[src/rtl/imm_extend_pipe.sv]
// Configurable sign/zero/upper immediate extender; upper mode built only with IMM_EXT_UPPER_EN.
// Latency: 1 cycle from input transfer to o_valid; full throughput with i_ready high.
// Backpressure: 2-entry main+skid buffer, o_ready registered and low only when both are full.
module imm_extend_pipe #(
   parameter int IN_W  = 16,
   parameter int OUT_W = 32
) (
   input  logic             i_clk,
   input  logic             i_rst,
   input  logic             i_valid,
   output logic             o_ready,
   input  logic [IN_W-1:0]  i_data,
   input  logic [1:0]       i_mode,
   output logic             o_valid,
   input  logic             i_ready,
   output logic [OUT_W-1:0] o_data,
   output logic             o_illegal
);

   localparam int K = OUT_W - IN_W;

   typedef enum logic [1:0] {EMPTY, FULL1, FULL2} state_t;

   state_t             state_q, state_d;
   logic [OUT_W-1:0]   main_data_q, main_data_d;
   logic               main_ill_q, main_ill_d;
   logic [OUT_W-1:0]   skid_data_q, skid_data_d;
   logic               skid_ill_q, skid_ill_d;
   logic               vld_q, vld_d;
   logic               rdy_q, rdy_d;

   logic [OUT_W-1:0]   sign_data, zero_data, ext_data;
   logic               ext_ill;
   logic               accept, drain;

   assign sign_data = {{K{i_data[IN_W-1]}}, i_data};
   assign zero_data = {{K{1'b0}}, i_data};

   // Reserved modes (and upper mode when not built) fall back to sign extension.
   always_comb begin
      ext_data = sign_data;
      ext_ill  = 1'b0;
      case (i_mode)
         2'b00: ext_data = sign_data;
         2'b01: ext_data = zero_data;
`ifdef IMM_EXT_UPPER_EN
         2'b10: ext_data = zero_data << K;
`endif
         default: ext_ill = 1'b1;
      endcase
   end

   assign accept = i_valid && rdy_q;
   assign drain  = vld_q && i_ready;

   always_comb begin
      state_d     = state_q;
      main_data_d = main_data_q;
      main_ill_d  = main_ill_q;
      skid_data_d = skid_data_q;
      skid_ill_d  = skid_ill_q;
      case (state_q)
         EMPTY: begin
            if (accept) begin
               main_data_d = ext_data;
               main_ill_d  = ext_ill;
               state_d     = FULL1;
            end
         end
         FULL1: begin
            if (accept && drain) begin
               main_data_d = ext_data;
               main_ill_d  = ext_ill;
            end else if (accept) begin
               skid_data_d = ext_data;
               skid_ill_d  = ext_ill;
               state_d     = FULL2;
            end else if (drain) begin
               state_d     = EMPTY;
            end
         end
         FULL2: begin
            if (drain) begin
               main_data_d = skid_data_q;
               main_ill_d  = skid_ill_q;
               state_d     = FULL1;
            end
         end
         default: state_d = EMPTY;
      endcase
      vld_d = (state_d != EMPTY);
      rdy_d = (state_d != FULL2);
   end

   always_ff @(posedge i_clk) begin
      if (i_rst) begin
         state_q     <= EMPTY;
         main_data_q <= '0;
         main_ill_q  <= 1'b0;
         skid_data_q <= '0;
         skid_ill_q  <= 1'b0;
         vld_q       <= 1'b0;
         rdy_q       <= 1'b1;
      end else begin
         state_q     <= state_d;
         main_data_q <= main_data_d;
         main_ill_q  <= main_ill_d;
         skid_data_q <= skid_data_d;
         skid_ill_q  <= skid_ill_d;
         vld_q       <= vld_d;
         rdy_q       <= rdy_d;
      end
   end

   assign o_valid   = vld_q;
   assign o_ready   = rdy_q;
   assign o_data    = main_data_q;
   assign o_illegal = main_ill_q;

endmodule

[config.mk]
export PLATFORM = sky130hd
export DESIGN_NAME = imm_extend_pipe
export DESIGN_NICKNAME = d
export VERILOG_FILES = /design/src/rtl/imm_extend_pipe.sv
export SDC_FILE = /design/constraint.sdc
export NUM_CORES = 1
export LEC_CHECK = 0
export ABC_AREA = 1
export BUFFER_PORTS_ARGS = -buffer_cell sky130_fd_sc_hd__clkbuf_2
export CAP_MARGIN = 15
export CORE_ASPECT_RATIO = 1.75
export CORE_MARGIN = 2
export CORE_UTILIZATION = 55
export CTS_CLUSTER_DIAMETER = 120
export DETAILED_ROUTE_END_ITERATION = 7
export GPL_ROUTABILITY_DRIVEN = 0
export PLACE_DENSITY = 0.84
export SLEW_MARGIN = 20
export SYNTH_ARGS = -nofsm -noshare
export SYNTH_HDL_FRONTEND = slang
export SYNTH_SLANG_ARGS = --single-unit
[constraint.sdc]
create_clock -name i_clk -period 3.1 [get_ports i_clk]
set_input_delay 0.31 -clock i_clk [delete_from_list [all_inputs] [get_ports i_clk]]
set_output_delay 0.31 -clock i_clk [all_outputs]
set_load 0.02 [all_outputs]
# Word level (Yosys, flattened, before mapping)
# Cells that the tools add are included.
totals:
  out_inout_bits: 35
  input_bits: 22
  regBits: 70
  wordCells: 41
op_classes:
  n_bitwise: 1
  n_eq_ne: 7
  muxes: 16
  n_reduce_logical: 10
ops:
  columns: ["cell", "n"]
  rows:
  - ["32-bit 2-to-1 mux", 4]
  - ["32-bit case mux with 3 select lines", 1]
  - ["2-bit 2-to-1 mux", 5]
  - ["2-bit inequality test (second input constant)", 4]
  - ["2-bit case mux with 3 select lines", 1]
  - ["2-bit by 1-bit equality test with 1-bit output (second input constant)", 2]
  - ["2-bit zero test", 2]
  - ["1-bit 2-to-1 mux", 4]
  - ["4-bit AND reduction", 1]
  - ["1-bit logical AND", 3]
  - ["1-bit case mux with 3 select lines", 1]
  - ["3-bit AND reduction", 1]
  - ["3-bit nonzero test", 1]
  - ["2-bit equality test (second input constant)", 1]
  - ["2-bit nonzero test", 1]
  - ["2-bit OR reduction", 1]
  - ["1-bit inverter", 1]

# Depth between registers and ports, before layout
# Gate-level depths: netlist of the first run.
depth:
  word_depth: 6
  ltp_mapped: 8
  depth_no_buf: 8

# Least setup slack after synthesis of the first run
# OpenSTA, ideal clock, no wires.
synth_path:
  path_kind: "register -> register"
  from: "reg rdy_q, in the netlist o_ready"
  to: "reg main_ill_q, in the netlist o_illegal"
  arrival_time_ns: 1.193
  setup_time_ns: 0.113
  path_stages_with_launch: 9
  path_slack_ns: 1.794
  required_ns: 2.987
  path_cell_list: "dfxtp_1 nand2_1 nor2_1 nand2_4 nand2_4 inv_4 buf_6 nor2_1 nor2_1"
synth_between:
  elab_chain_len: 4
  elab_cells_between_ends: 5
synth_rtl:
  columns: ["item", "line_no", "text"]
  rows:
  - ["start: declaration", "30", "logic rdy_q, rdy_d;"]
  - ["start signal: assignment", "111", "rdy_q <= rdy_d;"]
  - ["1-bit logical AND (*)", "53", "assign accept = i_valid && rdy_q;"]
  - ["1-bit logical AND", "71", "if (accept && drain) begin"]
  - ["2-bit inequality test (no source line)", null, null]
  - ["4-bit AND reduction (no source line) (*)", null, null]
  - ["end signal: assignment", "107", "main_ill_q <= main_ill_d;"]
  - ["end: declaration", "26", "logic main_ill_q, main_ill_d;"]
# Every way passes the cells marked *; elsewhere a longest branch is shown, timed or not.
# A chain may end at the register's enable or synchronous reset.

# Worst setup path in the final report of the first run
layout_path:
  from: "reg state_q[1]"
  to: "reg main_ill_q, in the netlist o_illegal"
layout_between:
  elab_chain_len: 3
  elab_cells_between_ends: 9
layout_rtl:
  columns: ["item", "line_no", "text"]
  rows:
  - ["start: declaration", "24", "state_t state_q, state_d;"]
  - ["start signal: assignment", "105", "state_q <= state_d;"]
  - ["2-bit by 1-bit equality test with 1-bit output, or another cell as far along", "62", "case (state_q)"]
  - ["2-bit inequality test (no source line) / 3-bit nonzero test (equally long branches)", null, null]
  - ["4-bit AND reduction (no source line)", null, null]
# Parallel ways exist; a longest one is shown, timed or not.

==> flow_summary_export.csv, run 1 <==
group,metric,value,unit
global_route,global_route_wire_length_before_repair,6670,um
run_status,status,"finished, final reports clean",
sta,setup_tns,0,ps
floorplan,io_pins,57,
critical_path,worst-endpoint-arrival,1990,ps
critical_path,worst_setup_path_start_kind,"register",
routing,highest_layer,"met4",
layout,antenna_cells,0,
logic_synthesis,netlist_area,1900,um2
global_route,globalRoute.totalOverflow,0,
logic_synthesis,netlist-cell-type-count,19,
floorplan,fp.coreArea,3330,um2
layout,fill_cells,313,
cts,htreeDepth,2,
routing,dr_total_vias,1726,
global_route,grt_pass1_vias,1501,
routing,route.final.wire_length,3970,um
cts,tritoncts_num_sinks,40,
logic_synthesis,ys_warn_count,0,
sta,layout_worst_path_cycle_share,57.8,%
cts,clockRootBuffer,"sky130_fd_sc_hd__clkbuf_8",
run,maxCapViolations,0,
layout,drive_gt1_share,23.1,%
floorplan,dieArea,3960,um2
critical_path,timing.critical_path.to_type,"register",
layout,post-route-util,64.8,%
logic_synthesis,post_synth_and_or_nand_nor_area_fraction,41.1,%
cts,cts-root-to-sink-buffers,2,
logic_synthesis,synth-seq-area-share,42.1,%
critical_path,cpMostUsedCell,"sky130_fd_sc_hd__nor2_1",
logic_synthesis,postSynthRegisterBits,40,
sta,measured_slew_at_the_worst_slew_check_pin,709,ps
cts,cts_post_setup_buffers_inserted,0,
floorplan,floorplan.initialDensity,57.1,%
layout,final_net_count,337,
global_route,pin_count_of_the_biggest_net_entering_global_routing,28,
floorplan,die_y,81.8,um
cts,worstSkewPairLatency,300,ps
routing,wl_met3,190,um
critical_path,crit_path_cell_trace,"inv_2, nor2_4, nand2_2, nand2_4, inv_4, nor2_1, nor2_1",
critical_path,path_max_fanout,20,
floorplan,placement_rows,28,
routing,route.detailed.wl_per_inst,11.0,um
cts,worst_setup_hold_path_clk_slew,70,ps
logic_synthesis,syn-num-nets,300,
routing,vias_per_inst,4.78,
routing,drt-pass1-iter-count,4,
routing,wl_met2,2080,um
sta,final_max_slew_viol_count,0,
layout,area_growth_syn_to_layout,13.4,%
logic_synthesis,synth-xor-area-share,0,%
cts,cts.repair.resized,0,
logic_synthesis,synth.area.top_cells,"sky130_fd_sc_hd__dfxtp_1 42%, sky130_fd_sc_hd__nand2_1 16%, sky130_fd_sc_hd__nor2_1 14%",
placed_design,detailed_place_hpwl,2690,um
pwr,p_per_area,614,nW/um2
routing,wl_met1,1630,um
sta,slew-limit-headroom,52.7,%
placed_design,place.port_buffers,56,
logic_synthesis,synth-adder-area-share,0,%
logic_synthesis,synth_top_family_by_area,"simple AND/OR/NAND/NOR gates",
critical_path,worst_path_max_delay_cell,"sky130_fd_sc_hd__dfxtp_1",
sta,final.setup_skew,5.89,ps
hold_path,hp-class,"in -> reg",
routing,drt-initial-drc-count,30,
logic_synthesis,synthesis.instances,278,
routing,route.antenna.remaining_nets,0,
critical_path,critPathRequiredTime,3290,ps
global_route,overall_routing_resource_usage,21.6,%
logic_synthesis,netlist.area_leader.share,42.1,%
routing,remaining_routing_drc_violations,0,
sta,max_freq,558,MHz
sta,hold_viol,0,
logic_synthesis,post_synth.cell_area_avg,6.84,um2
logic_synthesis,yosys-mux-area-fraction,0,%
cts,cts_inserted_buffers,5,
cts,number_of_buffers_added_to_fix_hold_violations_after_cts,0,
floorplan,chipWidth,48.5,um
logic_synthesis,synth_compound_gate_area_share,5.26,%
sta,finalWorstPathRequiredPeriod,1790,ps
sta,unrepaired_setup_endpoints_after_global_routing,"false",
critical_path,critPathMaxStageDelay,390,ps
sta,setup_viol_count_final,0,
cts,cts_tree,"done",
pwr,ir_worst_vdd,0.459,mV
global_route,antenna_found_initial,0,
critical_path,crit_type,"reg -> reg",
logic_synthesis,synth.largest_area_cell,"sky130_fd_sc_hd__dfxtp_1",
pwr,p_leak,1.17,nW
[through the flow]
step	power [mW]	hold slack, ps	instances	area (um2)	worst slack, ps
final	1.32	185	361	2160	1310
after CTS	1.33	178	361	2160	1300
after floorplan	0.913	382	278	1900	1790
after detailed placement	0.980	494	353	2070	1260
after global placement	0.972	481	353	2070	1310
after global routing	1.41	187	361	2160	1130
[layout by cell type (no fill, tap or decap), types with 2 or more instances in the layout]
cell / n
sky130_fd_sc_hd__nand2_1: 80
sky130_fd_sc_hd__nor2_1: 73
sky130_fd_sc_hd__clkbuf_2: 56
sky130_fd_sc_hd__dfxtp_1: 40
sky130_fd_sc_hd__o21ai_0: 18
sky130_fd_sc_hd__nand3b_1: 17
sky130_fd_sc_hd__inv_1: 6
sky130_fd_sc_hd__clkbuf_8: 6
sky130_fd_sc_hd__nand3_1: 4
sky130_fd_sc_hd__nand2_2: 3
sky130_fd_sc_hd__inv_2: 2
sky130_fd_sc_hd__nand2_4: 2
sky130_fd_sc_hd__o21ai_1: 2
sky130_fd_sc_hd__clkbuf_1: 2
[final cells by class]
type	instances	area [um2]	share of cell area, %
Sequential cell	40	801	37.1
Tap cell	45	56.3	2.61
Timing Repair Buffer	57	288	13.3
Clock buffer	8	90.1	4.18
Inverter	10	40.0	1.86
Multi-Input combinational cell	201	881	40.9
[per-layer routing]
metal | up-vias | global-route usage [%]
li1 | 919 | -
met1 | 762 | 24.3
met2 | 37 | 38.6
met3 | 8 | 4.73
met4 | 0 | 10.9
met5 | - | 0
[path summary, 6_finish.rpt]
| path | from | end | slack, ps | cells after the start |
|---|---|---|---|---|
| setup reg to reg | state_q[1] | o_illegal | 1310 | 7 |
| setup / recovery | state_q[1] | o_illegal | 1310 | 7 |
| hold / removal | i_rst | skid_data_q[30] | 190 | 2 |
| hold reg to reg | skid_data_q[12] | skid_data_q[12] | 520 | 2 |
[Yosys cell counts]
| library cell | count |
|---|---|
| sky130_fd_sc_hd__buf_4 | 17 |
| sky130_fd_sc_hd__dfxtp_1 | 40 |
| sky130_fd_sc_hd__inv_2 | 2 |
| sky130_fd_sc_hd__nand2_4 | 2 |
| sky130_fd_sc_hd__nand2_2 | 3 |
| sky130_fd_sc_hd__inv_1 | 6 |
| sky130_fd_sc_hd__clkinv_1 | 1 |
| sky130_fd_sc_hd__buf_2 | 6 |
| sky130_fd_sc_hd__clkbuf_1 | 3 |
| sky130_fd_sc_hd__inv_4 | 1 |
| sky130_fd_sc_hd__nor2_2 | 1 |
| sky130_fd_sc_hd__o21ai_0 | 18 |
| sky130_fd_sc_hd__nand2_1 | 80 |
| sky130_fd_sc_hd__nand3_1 | 4 |
| sky130_fd_sc_hd__nor2_4 | 1 |
| sky130_fd_sc_hd__nand3b_1 | 17 |
| sky130_fd_sc_hd__buf_6 | 1 |
| sky130_fd_sc_hd__o21ai_1 | 2 |
| sky130_fd_sc_hd__nor2_1 | 73 |
[power by group]
| part | switching, mW | internal, mW | total (mW) |
|---|---|---|---|
| clock network | 0.173 | 0.181 | 0.354 |
| logic | 0.235 | 0.121 | 0.355 |
| registers | 0.0374 | 0.576 | 0.613 |
[worst max-delay path: cells and delay by family (launching register included)]
| family | cells | cell delay (ps) |
|---|---|---|
| buffers and inverters | 2 | 190 |
| and+or+nand+nor | 5 | 1100 |
| DFF | 1 | 390 |
[cells by family (layout without fill, tap and decap cells)]
| group | Yosys count | after routing |
|---|---|---|
| AND/OR/NAND/NOR | 181 | 181 |
| flip-flops | 40 | 40 |
| AO/OA/AOI/OAI | 20 | 20 |
| buffers and inverters | 37 | 75 |
[flip-flops by register name, indices dropped and copies added, names as in the netlist]
| signal | flops |
|---|---|
| skid_data_q | 17 |
| o_ready | 1 |
| state_q | 2 |
| skid_ill_q | 1 |
| o_valid | 1 |
| o_illegal | 1 |
| o_data | 17 |
Note: power is estimated with default switching activity, not from simulation.
==> inputs of run 2 (changes only) <==
Settings changed: CORE_UTILIZATION 55 to 46, PLACE_DENSITY 0.84 to 0.75.
Clock period 3.1 ns to 1.5 ns, I/O delays scaled along.
==> flow_summary_export.csv, run 2 (synthesis gave the netlist of run 1 again) <==
group,metric,value,unit
run_status,status,"finished, final reports clean",
sta,setup_viol_count_final,0,
sta,finalWorstPathRequiredPeriod,1300,ps
routing,route.final.wire_length,4170,um
layout,final_common_cell,"sky130_fd_sc_hd__nand2_1",
floorplan,io_pins,57,
hold_path,min_delay_worst_endpoint,"skid_data_q[30]",
sta,hold_viol,0,
cts,cts_post_setup_buffers_inserted,0,
global_route,globalRoute.totalOverflow,0,
sta,unrepaired_setup_endpoints_after_global_routing,"false",
cts,clockRootBuffer,"sky130_fd_sc_hd__clkbuf_8",
routing,route.antenna.remaining_nets,0,
layout,post-route-util,55.2,%
cts,htreeDepth,2,
routing,route.detailed.wl_per_inst,11.2,um
critical_path,worst-endpoint-arrival,1480,ps
global_route,grt_pass1_vias,1623,
sta,measured_slew_at_the_worst_slew_check_pin,438,ps
routing,dr_total_vias,1750,
critical_path,crit_reg_reg_endpoint,"o_data[0]",
critical_path,crit_type,"reg -> reg",
placed_design,place.port_buffers,56,
sta,final.setup_skew,4.85,ps
cts,cts_tree,"done",
layout,finalNonFillerCells,372,
cts,tritoncts_num_sinks,40,
floorplan,placement_rows,31,
sta,final_max_slew_viol_count,0,
pwr,p_per_area,1320,nW/um2
hold_path,hold-path-cell-count,2,
hold_path,hp-class,"in -> reg",
critical_path,r2r-start,"o_ready",
cts,cts.repair.resized,0,
sta,slew-limit-headroom,70.7,%
cts,number_of_buffers_added_to_fix_hold_violations_after_cts,0,
critical_path,timing.critical_path.to_type,"register",
floorplan,dieArea,4690,um2
floorplan,fp.coreArea,4070,um2
global_route,met3_usage,4.01,%
layout,fill_cells,421,
pwr,ir_worst_vdd,1.05,mV
global_route,grtUsageMet2,33.8,%
global_route,antenna_found_initial,0,
global_route,global_route_wire_length_before_repair,6840,um
hold_path,launch_point_of_the_worst_hold_path,"i_rst",
global_route,global_route.usage.met1,22.1,%
global_route,overall_routing_resource_usage,19.5,%
sta,setup_tns,0,ps
layout,antenna_cells,0,
critical_path,path_max_fanout,18,
sta,layout_worst_path_cycle_share,86.4,%
critical_path,timing.reg2reg.worst_path_depth,7,
global_route,grt_most_used_layer,"met2",
layout,drive_gt1_share,25.4,%
critical_path,worst_setup_path_start_kind,"register",
critical_path,r2r_setup_slack,200,ps
layout,final_net_count,344,
cts,cts-root-to-sink-buffers,2,
critical_path,critPathRequiredTime,1680,ps
routing,drt-pass1-iter-count,4,
routing,remaining_routing_drc_violations,0,
floorplan,chipWidth,52.6,um
routing,drt-initial-drc-count,42,
run,maxCapViolations,0,
cts,worst_setup_hold_path_clk_slew,70,ps
layout,layout.cells.most_common_list,"80 x sky130_fd_sc_hd__nand2_1, 73 x sky130_fd_sc_hd__nor2_1, 56 x sky130_fd_sc_hd__clkbuf_2, 40 x sky130_fd_sc_hd__dfxtp_1, 18 x sky130_fd_sc_hd__o21ai_0",
floorplan,die_y,89.1,um
cts,cts_inserted_buffers,5,
routing,vias_per_inst,4.70,
cts,worstSkewPairLatency,290,ps
placed_design,detailed_place_hpwl,2940,um
floorplan,floorplan.initialDensity,46.7,%
layout,area_growth_syn_to_layout,18.3,%
pwr,p_leak,1.22,nW
sta,max_freq,772,MHz
global_route,pin_count_of_the_biggest_net_entering_global_routing,38,
placed_design,placed_cells_incl_taps,364,
run 2: stage by stage:
step | hold WS (ps) | total power, mW | worst slack, ps | instance area (um2)
after global routing | 28.2 | 3.15 | 59.3 | 2250
after floorplan | 222 | 1.89 | 194 | 1900
after CTS | 16.3 | 3.02 | 180 | 2250
after global placement | 329 | 2.04 | 288 | 2120
final | 29.0 | 2.97 | 204 | 2250
after detailed placement | 332 | 2.05 | 242 | 2120
run 2: power by group:
part / internal, mW / switching [mW]
Sequential: 1.19 / 0.0815
Clock: 0.587 / 0.356
Combinational: 0.265 / 0.490
Total: 2.04 / 0.927
run 2: final cells by class:
| type | instances | area, um2 | area share [%] |
|---|---|---|---|
| inverters | 10 | 40.0 | 1.78 |
| well taps | 49 | 61.3 | 2.73 |
| flip-flops and latches | 40 | 801 | 35.6 |
| repair buffers | 64 | 340 | 15.1 |
| clock buffers | 7 | 96.3 | 4.28 |
| clock inverters | 1 | 30.0 | 1.33 |
| multi-input cells | 201 | 881 | 39.2 |
run 2: worst max-delay path, cell delays in order (launching register included):
cell	delay, ps
sky130_fd_sc_hd__dfxtp_1	350
sky130_fd_sc_hd__nand2_1	110
sky130_fd_sc_hd__nor2_1	180
sky130_fd_sc_hd__nand2_4	170
sky130_fd_sc_hd__nand2_4	120
sky130_fd_sc_hd__inv_4	90
sky130_fd_sc_hd__nor2_1	110
sky130_fd_sc_hd__nor2_1	50
run 2: metal layers:
layer  routed length, um  vias to the layer above
met2                2210                       60
met1                1670                      751
met5                   0                        -
met4                  91                        0
li1                    -                      931
met3                 199                        8
run 2: worst max path at each step:
stage	to	start	cells after the start	slack [ps]
after global routing	o_data[27]	o_data[30]	1	60
after detailed placement	o_data[0]	o_ready	7	240
after floorplan	o_illegal	o_ready	8	190
after global placement	skid_data_q[30]	state_q[0]	6	290
final	o_data[0]	o_ready	7	200
after CTS	o_data[28]	o_data[30]	1	180
